[src/rtl/alarm_annunciator_if.sv]
// rtl/alarm_annunciator_if.sv - control/status bundle between the security FSM and the buzzer annunciator
interface alarm_annunciator_if;
   logic       i_Start;
   logic [3:0] i_Beep_Count;
   logic       i_Continuous;
   logic       i_Stop;
   logic       o_Buzzer;
   logic       o_Busy;
   logic       o_Done;

   modport master (
      output i_Start, i_Beep_Count, i_Continuous, i_Stop,
      input  o_Buzzer, o_Busy, o_Done
   );

   modport slave (
      input  i_Start, i_Beep_Count, i_Continuous, i_Stop,
      output o_Buzzer, o_Busy, o_Done
   );
endinterface

[src/rtl/alarm_annunciator.sv]
// rtl/alarm_annunciator.sv - timed beep-burst / continuous buzzer pattern generator
// Define ANNUNCIATOR_TONE_EN to drive a square-wave tone for a passive piezo during ON.
module alarm_annunciator #(
   parameter int c_BEEP_ON_CNT   = 2500000,
   parameter int c_BEEP_OFF_CNT  = 2500000,
   parameter int c_TONE_HALF_CNT = 6250
) (
   input  logic                 i_Clk,
   input  logic                 i_Rst,
   alarm_annunciator_if.slave   bus
);

   localparam logic [23:0] c_ON_LAST  = 24'(c_BEEP_ON_CNT - 1);
   localparam logic [23:0] c_OFF_LAST = 24'(c_BEEP_OFF_CNT - 1);

   typedef enum logic [1:0] {IDLE, ON, OFF} state_t;

   state_t      state, state_nxt;
   logic [23:0] phase_cnt, phase_nxt;
   logic [3:0]  remain, remain_nxt;
   logic        cont, cont_nxt;
   logic        on_entry;
   logic        buzzer_nxt, busy_nxt, done_nxt;

   always_comb begin
      state_nxt  = state;
      phase_nxt  = phase_cnt;
      remain_nxt = remain;
      cont_nxt   = cont;
      on_entry   = 1'b0;
      done_nxt   = 1'b0;
      case (state)
         IDLE: begin
            if (bus.i_Start) begin
               if (bus.i_Continuous || bus.i_Beep_Count != 4'd0) begin
                  state_nxt  = ON;
                  cont_nxt   = bus.i_Continuous;
                  remain_nxt = bus.i_Beep_Count;
                  phase_nxt  = 24'd0;
                  on_entry   = 1'b1;
               end else begin
                  done_nxt = 1'b1;
               end
            end
         end
         ON: begin
            // Stop wins over a phase boundary landing in the same cycle.
            if (bus.i_Stop) begin
               state_nxt = IDLE;
               phase_nxt = 24'd0;
               done_nxt  = 1'b1;
            end else if (phase_cnt == c_ON_LAST) begin
               state_nxt = OFF;
               phase_nxt = 24'd0;
               if (!cont)
                  remain_nxt = remain - 4'd1;
            end else begin
               phase_nxt = phase_cnt + 24'd1;
            end
         end
         OFF: begin
            if (bus.i_Stop) begin
               state_nxt = IDLE;
               phase_nxt = 24'd0;
               done_nxt  = 1'b1;
            end else if (phase_cnt == c_OFF_LAST) begin
               phase_nxt = 24'd0;
               if (cont || remain != 4'd0) begin
                  state_nxt = ON;
                  on_entry  = 1'b1;
               end else begin
                  state_nxt = IDLE;
                  done_nxt  = 1'b1;
               end
            end else begin
               phase_nxt = phase_cnt + 24'd1;
            end
         end
         default: state_nxt = IDLE;
      endcase
   end

   assign busy_nxt = (state_nxt != IDLE);

`ifdef ANNUNCIATOR_TONE_EN
   localparam logic [15:0] c_TONE_LAST = 16'(c_TONE_HALF_CNT - 1);

   logic [15:0] tone_cnt, tone_cnt_nxt;
   logic        tone_lvl, tone_lvl_nxt;

   // Tone phase restarts high on every ON entry so each beep sounds identical.
   always_comb begin
      tone_cnt_nxt = tone_cnt;
      tone_lvl_nxt = tone_lvl;
      if (on_entry) begin
         tone_cnt_nxt = 16'd0;
         tone_lvl_nxt = 1'b1;
      end else if (state == ON && state_nxt == ON) begin
         if (tone_cnt == c_TONE_LAST) begin
            tone_cnt_nxt = 16'd0;
            tone_lvl_nxt = ~tone_lvl;
         end else begin
            tone_cnt_nxt = tone_cnt + 16'd1;
         end
      end
   end

   always_ff @(posedge i_Clk) begin
      if (i_Rst) begin
         tone_cnt <= 16'd0;
         tone_lvl <= 1'b0;
      end else begin
         tone_cnt <= tone_cnt_nxt;
         tone_lvl <= tone_lvl_nxt;
      end
   end

   assign buzzer_nxt = (state_nxt == ON) && tone_lvl_nxt;
`else
   logic tone_unused;
   assign tone_unused = ^{on_entry, 16'(c_TONE_HALF_CNT)};
   assign buzzer_nxt  = (state_nxt == ON);
`endif

   always_ff @(posedge i_Clk) begin
      if (i_Rst) begin
         state        <= IDLE;
         phase_cnt    <= 24'd0;
         remain       <= 4'd0;
         cont         <= 1'b0;
         bus.o_Buzzer <= 1'b0;
         bus.o_Busy   <= 1'b0;
         bus.o_Done   <= 1'b0;
      end else begin
         state        <= state_nxt;
         phase_cnt    <= phase_nxt;
         remain       <= remain_nxt;
         cont         <= cont_nxt;
         bus.o_Buzzer <= buzzer_nxt;
         bus.o_Busy   <= busy_nxt;
         bus.o_Done   <= done_nxt;
      end
   end

endmodule
[src/flat_wrapper.sv]
// flat-port wrapper written by rule: the top's interface ports become plain ports
module alarm_annunciator_flat 
#(
   parameter int c_BEEP_ON_CNT   = 2500000,
   parameter int c_BEEP_OFF_CNT  = 2500000,
   parameter int c_TONE_HALF_CNT = 6250
)
  (i_Clk, i_Rst, bus_i_Start, bus_i_Beep_Count, bus_i_Continuous, bus_i_Stop, bus_o_Buzzer, bus_o_Busy, bus_o_Done);
  alarm_annunciator_if bus_i ();
  input  logic i_Clk;
  input  logic i_Rst;
  input wire logic [$bits(bus_i.i_Start)-1:0] bus_i_Start;
  input wire logic [$bits(bus_i.i_Beep_Count)-1:0] bus_i_Beep_Count;
  input wire logic [$bits(bus_i.i_Continuous)-1:0] bus_i_Continuous;
  input wire logic [$bits(bus_i.i_Stop)-1:0] bus_i_Stop;
  output wire logic [$bits(bus_i.o_Buzzer)-1:0] bus_o_Buzzer;
  output wire logic [$bits(bus_i.o_Busy)-1:0] bus_o_Busy;
  output wire logic [$bits(bus_i.o_Done)-1:0] bus_o_Done;
  assign bus_i.i_Start = bus_i_Start;
  assign bus_i.i_Beep_Count = bus_i_Beep_Count;
  assign bus_i.i_Continuous = bus_i_Continuous;
  assign bus_i.i_Stop = bus_i_Stop;
  assign bus_o_Buzzer = bus_i.o_Buzzer;
  assign bus_o_Busy = bus_i.o_Busy;
  assign bus_o_Done = bus_i.o_Done;
  alarm_annunciator #(.c_BEEP_ON_CNT(c_BEEP_ON_CNT), .c_BEEP_OFF_CNT(c_BEEP_OFF_CNT), .c_TONE_HALF_CNT(c_TONE_HALF_CNT)) u_core (.i_Clk(i_Clk), .i_Rst(i_Rst), .bus(bus_i));
endmodule
[config.mk]
export PLATFORM = sky130hd
export DESIGN_NAME = alarm_annunciator_flat
export DESIGN_NICKNAME = d
export VERILOG_FILES = /design/src/rtl/alarm_annunciator_if.sv /design/src/rtl/alarm_annunciator.sv /design/src/flat_wrapper.sv
export SDC_FILE = /design/constraint.sdc
export NUM_CORES = 1
export LEC_CHECK = 0
export ABC_AREA = 1
export CAP_MARGIN = 0
export CORE_MARGIN = 2
export CORE_UTILIZATION = 25
export CTS_BUF_LIST = sky130_fd_sc_hd__clkbuf_4 sky130_fd_sc_hd__clkbuf_8 sky130_fd_sc_hd__clkbuf_16
export DETAILED_ROUTE_END_ITERATION = 12
export PLACE_DENSITY = 0.47
export SLEW_MARGIN = 25
export SYNTH_ARGS = -nofsm -noshare
export SYNTH_HDL_FRONTEND = slang
export SYNTH_SLANG_ARGS = --single-unit
[constraint.sdc]
create_clock -name i_Clk -period 2.2 [get_ports i_Clk]
set_clock_uncertainty 0.1 [all_clocks]
set_input_delay 0.22 -clock i_Clk [delete_from_list [all_inputs] [get_ports i_Clk]]
set_output_delay 0.22 -clock i_Clk [all_outputs]
set_load 0.02 [all_outputs]
Yosys cells after proc, flatten, opt, wreduce, memory -nomap -nowiden
Cells that the tools add are included.
{"block": "classes", "add_sub_neg": 2, "eq_ne": 9, "mux": 26, "reduce_logical": 12}
{"op": "$mux W24", "n": 4}
{"op": "$pmux W24 S2", "n": 1}
{"op": "$add A24 B1 Y24 const B", "n": 1}
{"op": "$eq A24 B22 Y1 const B", "n": 1}
{"op": "$mux W4", "n": 5}
{"op": "$mux W2", "n": 6}
{"op": "$pmux W4 S2", "n": 1}
{"op": "$reduce_bool A4 Y1", "n": 2}
{"op": "$mux W1", "n": 7}
{"op": "$ne A2 B2 Y1 const B", "n": 3}
{"op": "$pmux W2 S3", "n": 1}
{"op": "$reduce_and A3 Y1", "n": 2}
{"op": "$reduce_and A6 Y1", "n": 1}
{"op": "$reduce_bool A2 Y1", "n": 3}
{"op": "$eq A2 B1 Y1 const B", "n": 2}
{"op": "$ne A2 B1 Y1 const B", "n": 2}
{"op": "$sub A4 B1 Y4 const B", "n": 1}
{"op": "$pmux W1 S3", "n": 1}
{"op": "$eq A2 B2 Y1 const B", "n": 1}
{"op": "$logic_not A2 Y1", "n": 1}
{"op": "$logic_or A1 B1 Y1", "n": 2}
{"op": "$reduce_or A2 Y1", "n": 1}
{"block": "word_totals", "regBits": 34, "input_bits": 9, "out_inout_bits": 3, "word_cells": 56}

Logic depth before layout (Yosys ltp)
{"block": "depth", "depth_word": 7, "depth_mapped": 12, "ltp_nobuf": 12}

Least setup slack after synthesis
No wires, ideal clock.
{"block": "synth_path", "path_type": "reg2reg", "from": "register u_core.state[0]", "to": "register u_core.phase_cnt[13]", "setup_ns": 0.118, "arrival_time_ns": 1.544, "t_required_ns": 1.982, "path_slack_ns": 0.438, "path_stages_with_launch": 10, "n_path_buf": 1, "period_less_slack_ns": 1.762, "path_cell_list": "dfxtp_1 > inv_1 > ha_1 > nand4_1 > nand3_1 > buf_4 > nor2_4 > nand2_4 > nor3_1 > nor2_1"}
{"block": "synth_via", "elab_chain_cells": 4, "word_cells_on_any_way": 9, "cone_classes": "eq/ne: 4; mux: 1; reduce/logical: 4"}
{"element": "start, declared", "line": "alarm_annunciator.sv:18", "source": "state_t state, state_nxt;"}
{"element": "start signal, assigned", "line": "alarm_annunciator.sv:135", "source": "state <= state_nxt;"}
{"element": "$eq A2 B1 Y1 or $eq A2 B2 Y1 (tied branches)", "line": "alarm_annunciator.sv:32", "source": "case (state)"}
{"element": "$reduce_or A2 Y1 (no line)"}
{"element": "$reduce_bool A2 Y1 (no line)"}
{"element": "$reduce_and A3 Y1 (no line)"}
{"element": "end signal, assigned", "line": "alarm_annunciator.sv:136", "source": "phase_cnt <= phase_nxt;"}
{"element": "end, declared", "line": "alarm_annunciator.sv:19", "source": "logic [23:0] phase_cnt, phase_nxt;"}
Parallel ways exist; a longest one is shown, timed or not.
A chain may end at the register's enable or synchronous reset.

Final worst setup path
{"block": "layout_path", "from": "register u_core.state[1]", "to": "register u_core.remain[2]"}
{"block": "layout_via", "elab_chain_cells": 3, "word_cells_on_any_way": 10, "cone_classes": "eq/ne: 6; mux: 1; reduce/logical: 3"}
{"element": "$eq A2 B1 Y1 or $logic_not A2 Y1 (tied branches)", "line": "alarm_annunciator.sv:32"}
{"element": "$ne A2 B2 Y1 (no line) (tied with other cells)"}
{"element": "$reduce_and A6 Y1 (no line)"}
{"element": "end signal, assigned", "line": "alarm_annunciator.sv:137", "source": "remain <= remain_nxt;"}
{"element": "end, declared", "line": "alarm_annunciator.sv:20", "source": "logic [3:0] remain, remain_nxt;"}
Parallel ways exist; a longest one is shown, timed or not.

==> impl_summary.md <==
Floorplanning
The initial utilization of the core area, before any placement, comes to 25.5%. The floorplan step defined a core boundary enclosing 8640 µm². The total die area is 9570 µm². For this design the top-level I/O count stands at 12. The vertical die dimension is 97.8 µm. In this run the horizontal extent of the chip is 97.8 µm. In this run the core area contains 34 standard-cell rows.

Global routing
The global routing usage summed across all routing layers is 12.2%. The number of global-route vias before repair is 2,012. For this run the aggregate overflow at the end of global routing stands at 0.

The pin count of the biggest net entering global routing is 13. The first global-routing pass estimated 9320 µm of wire. The initial antenna violation count is 0.

Routing
The via density per instance is 4.40. The routed wire length is 5490 µm. The detailed router finished its first iteration with 82 violations.

The average detailed-routed wire length per instance is 11.5 µm. The first-pass detailed-route iteration total is 4. The via count of the routed design is 2,104.

The final routed DRC violation total is 0. The number of nets with antenna violations after detailed routing is 0.

Yosys
The number of enable-type register cells in the synthesized netlist is 0. The number of register bits inferred by synthesis is 34. The number of instances in the synthesized netlist is 350. The post-synth net total is 366. For this run, the number of Yosys warnings is 0.

Of all flip-flops after synthesis, the portion carrying an async set or reset was 0%. In the post-synthesis netlist, the biggest area contributors are dfxtp_1 31%, nand2_1 17%, nor2_1 10%. The number of distinct library cell variants in the gate-level netlist after synthesis is 33. The share of the yosys chip area belonging to registers is 30.9%. The fraction of post-synthesis cell area in the top cell type by area is 30.9%. The average cell area after synthesis is 6.29 µm².

The cell area after synthesis is 2200 µm². The most common flop cell mapped by yosys is dfxtp_1. The cell taking the most area after synthesis is dfxtp_1.

Final layout
The post-synthesis to final-layout area growth is 16.6%. Summing all multi-input logic gate instances after layout gives 1290 µm². The count of inserted antenna diode cells is 0.

Registers take 681 µm². The final cell count without fillers is 478. The final net count is 385. The post-route netlist has 13.0% of its cells at a drive strength greater than 1.

The number of fill cells in the layout is 973.

Placed design
The final estimated routing congestion in global placement is 0.854. Including well taps, the total number of placed cells is 470. Detailed placement finished with a half-perimeter wire length of 4380 µm. The count of input and output buffers is 11.

Clock tree
The number of sinks handled by clock tree synthesis is 34. The H-tree generated during clock tree synthesis spans 2 levels. The clock tree from TritonCTS is done. The number of hold buffers added after cts is 0. The clock tree root buffer cell is clkbuf_8. The largest buffer count on any clock path is 2. The source-to-sink clock delay at the later pin of the worst-skew pair is 0.29 ns. The clock-pin slew on the worst setup and hold paths is 0.07 ns. The number of setup buffers added after CTS is 0.

Counting the buffers created by CTS gives 5. In this run, post-CTS repair resized a total of 0 instances.

STA
The number of setup violations in the final report is 0. In this run the tightest slew margin relative to its limit is 71.2%. Setup repair after global routing left no endpoint under its margin. The shortest clock period the worst path allows after layout is 1.93 ns. The portion of the clock cycle consumed by the worst path in the final layout is 87.5%. The final number of max-transition violations came to 0. The aggregate negative setup slack is 0 ns. The slew at the pin closest to its max-slew limit is 0.432 ns.

Derived from the worst setup path, the maximum achievable clock frequency is 0.519 GHz. The count of endpoints failing hold in the final timing report is 0.

Critical path
At the worst endpoint, the required time is 2.29 ns. The source of the worst register-to-register timing path is u_core.state[1]. The class of the most critical setup path is reg2reg.

The number of cells on the worst reg-to-reg path is 9. The worst setup path is captured at a register. The launch point of the critical path is u_core.state[1]. The worst register-to-register path ends at u_core.remain[2]. The minimum setup slack among reg-to-reg paths is 0.27 ns.

The launching element type of the critical path is a register. The highest net fanout along the worst path is 8. STA puts the critical path data arrival time at 2.01 ns. The most critical setup path has its endpoint at u_core.remain[2].

Job
Max-cap violations in this run came to 0.

Pwr
For this design the static power due to leakage is 1.11 nW. The overall power of the completed layout is 1.39 mW. The power density over cell area is 541 nW/µm². The worst voltage drop across the vdd grid is 0.000225 V.

Status
The flow ran to the end, and the final reports show no timing, DRC or antenna violations.

Min path
The worst hold path belongs to the class reg2reg.
## flip-flops by register name, indices dropped and copies added, names as in the netlist
| register | count |
|---|---|
| u_core.bus.o_Buzzer | 1 |
| u_core.phase_cnt | 24 |
| u_core.bus.o_Busy | 1 |
| u_core.bus.o_Done | 1 |
| u_core.state | 2 |
| u_core.cont | 1 |
| u_core.remain | 4 |
## power breakdown
group          total [mW]  switching [mW]  internal, mW  leakage, nW
Clock               0.503           0.238         0.265       0.0517
Sequential          0.652          0.0163         0.636        0.276
Combinational       0.233           0.136        0.0979        0.778
Total                1.39           0.390         0.999         1.11
## Yosys cell counts (all sizes together) (2+ instances only)
cell type / instances
nand4: 6
nor3b: 4
nand3: 19
ha: 7
nand2: 107
o21ai: 14
nor3: 9
inv: 56
a21oi: 15
buf: 2
or2: 2
dfxtp: 34
nor2: 69
## cell usage in the layout (no fill, tap or decap), types with 3 or more instances in the layout
cell and count:
nand2_2 5, ha_1 7, clkdlybuf4s50_1 11, nor2_1 61
inv_1 51, nand2_1 99, nor3_1 7, o21ai_0 10
clkbuf_8 6, dfxtp_1 34, buf_4 3, inv_2 5
nand3_1 15, nand3_2 4, nand4_1 5, a21oi_1 13
nor2_2 7, nand2_4 3
## per-stage QoR
step | worst slack [ns] | cell area, µm² | utilization (%) | hold slack [ns]
after global placement | 0.192 | 2470 | 28.6 | 0.389
after detailed placement | 0.151 | 2470 | 28.6 | 0.390
after CTS | 0.206 | 2560 | 29.7 | 0.402
final | 0.274 | 2570 | 29.7 | 0.396
after global routing | 0.0783 | 2570 | 29.7 | 0.424
after floorplan | 0.438 | 2200 | - | 0.189
## layer usage
metal | vias up | part of all wire [%] | global-route usage, %
li1 | 1117 | - | -
met1 | 952 | 49 | 15.0
met2 | 27 | 47 | 20.7
met3 | 8 | 2.7 | 2.86
met4 | 0 | 1.7 | 4.38
met5 | - | 0 | 0
## worst min path at each step
stage                         from                   to  slack [ns]  cells past startpoint
2_1_floorplan                i_Rst  u_core.phase_cnt[1]        0.19                      1
3_3_place_gp   u_core.phase_cnt[0]  u_core.phase_cnt[0]        0.39                      2
3_5_place_dp   u_core.phase_cnt[1]  u_core.phase_cnt[1]        0.39                      2
4_1_cts        u_core.phase_cnt[1]  u_core.phase_cnt[1]        0.40                      2
5_1_grt        u_core.phase_cnt[1]  u_core.phase_cnt[1]        0.42                      2
6_report       u_core.phase_cnt[1]  u_core.phase_cnt[1]        0.40                      2
## worst max-delay path: stages (launching register included)
cell and delay [ns]:
dfxtp_1 0.38, inv_1 0.10, ha_1 0.30, o21ai_0 0.11, o21ai_0 0.10, or2_2 0.32, a21oi_4 0.22, nand2_1 0.08
nand2_1 0.07, nor2_1 0.04
## kinds of logic after synthesis
| logic type | count (synthesis) | share of synthesized area (%) |
|---|---|---|
| flops | 34 | 30.9 |
| xor+xnor | 1 | 0.398 |
| simple gates | 217 | 45.5 |
| compound gates | 32 | 8.64 |
| fa+ha+maj | 7 | 3.98 |
| buf+inv | 59 | 10.6 |
## layout make-up
class                   instances  area share (%)
clock buffers                   7            3.51
clock inverters                 1           0.195
inverters                      56            8.19
multi-input cells             257            50.4
flip-flops and latches         34            26.5
well taps                     108            5.27
repair buffers                 15            5.95
Note: power is estimated with default switching activity, not from simulation.
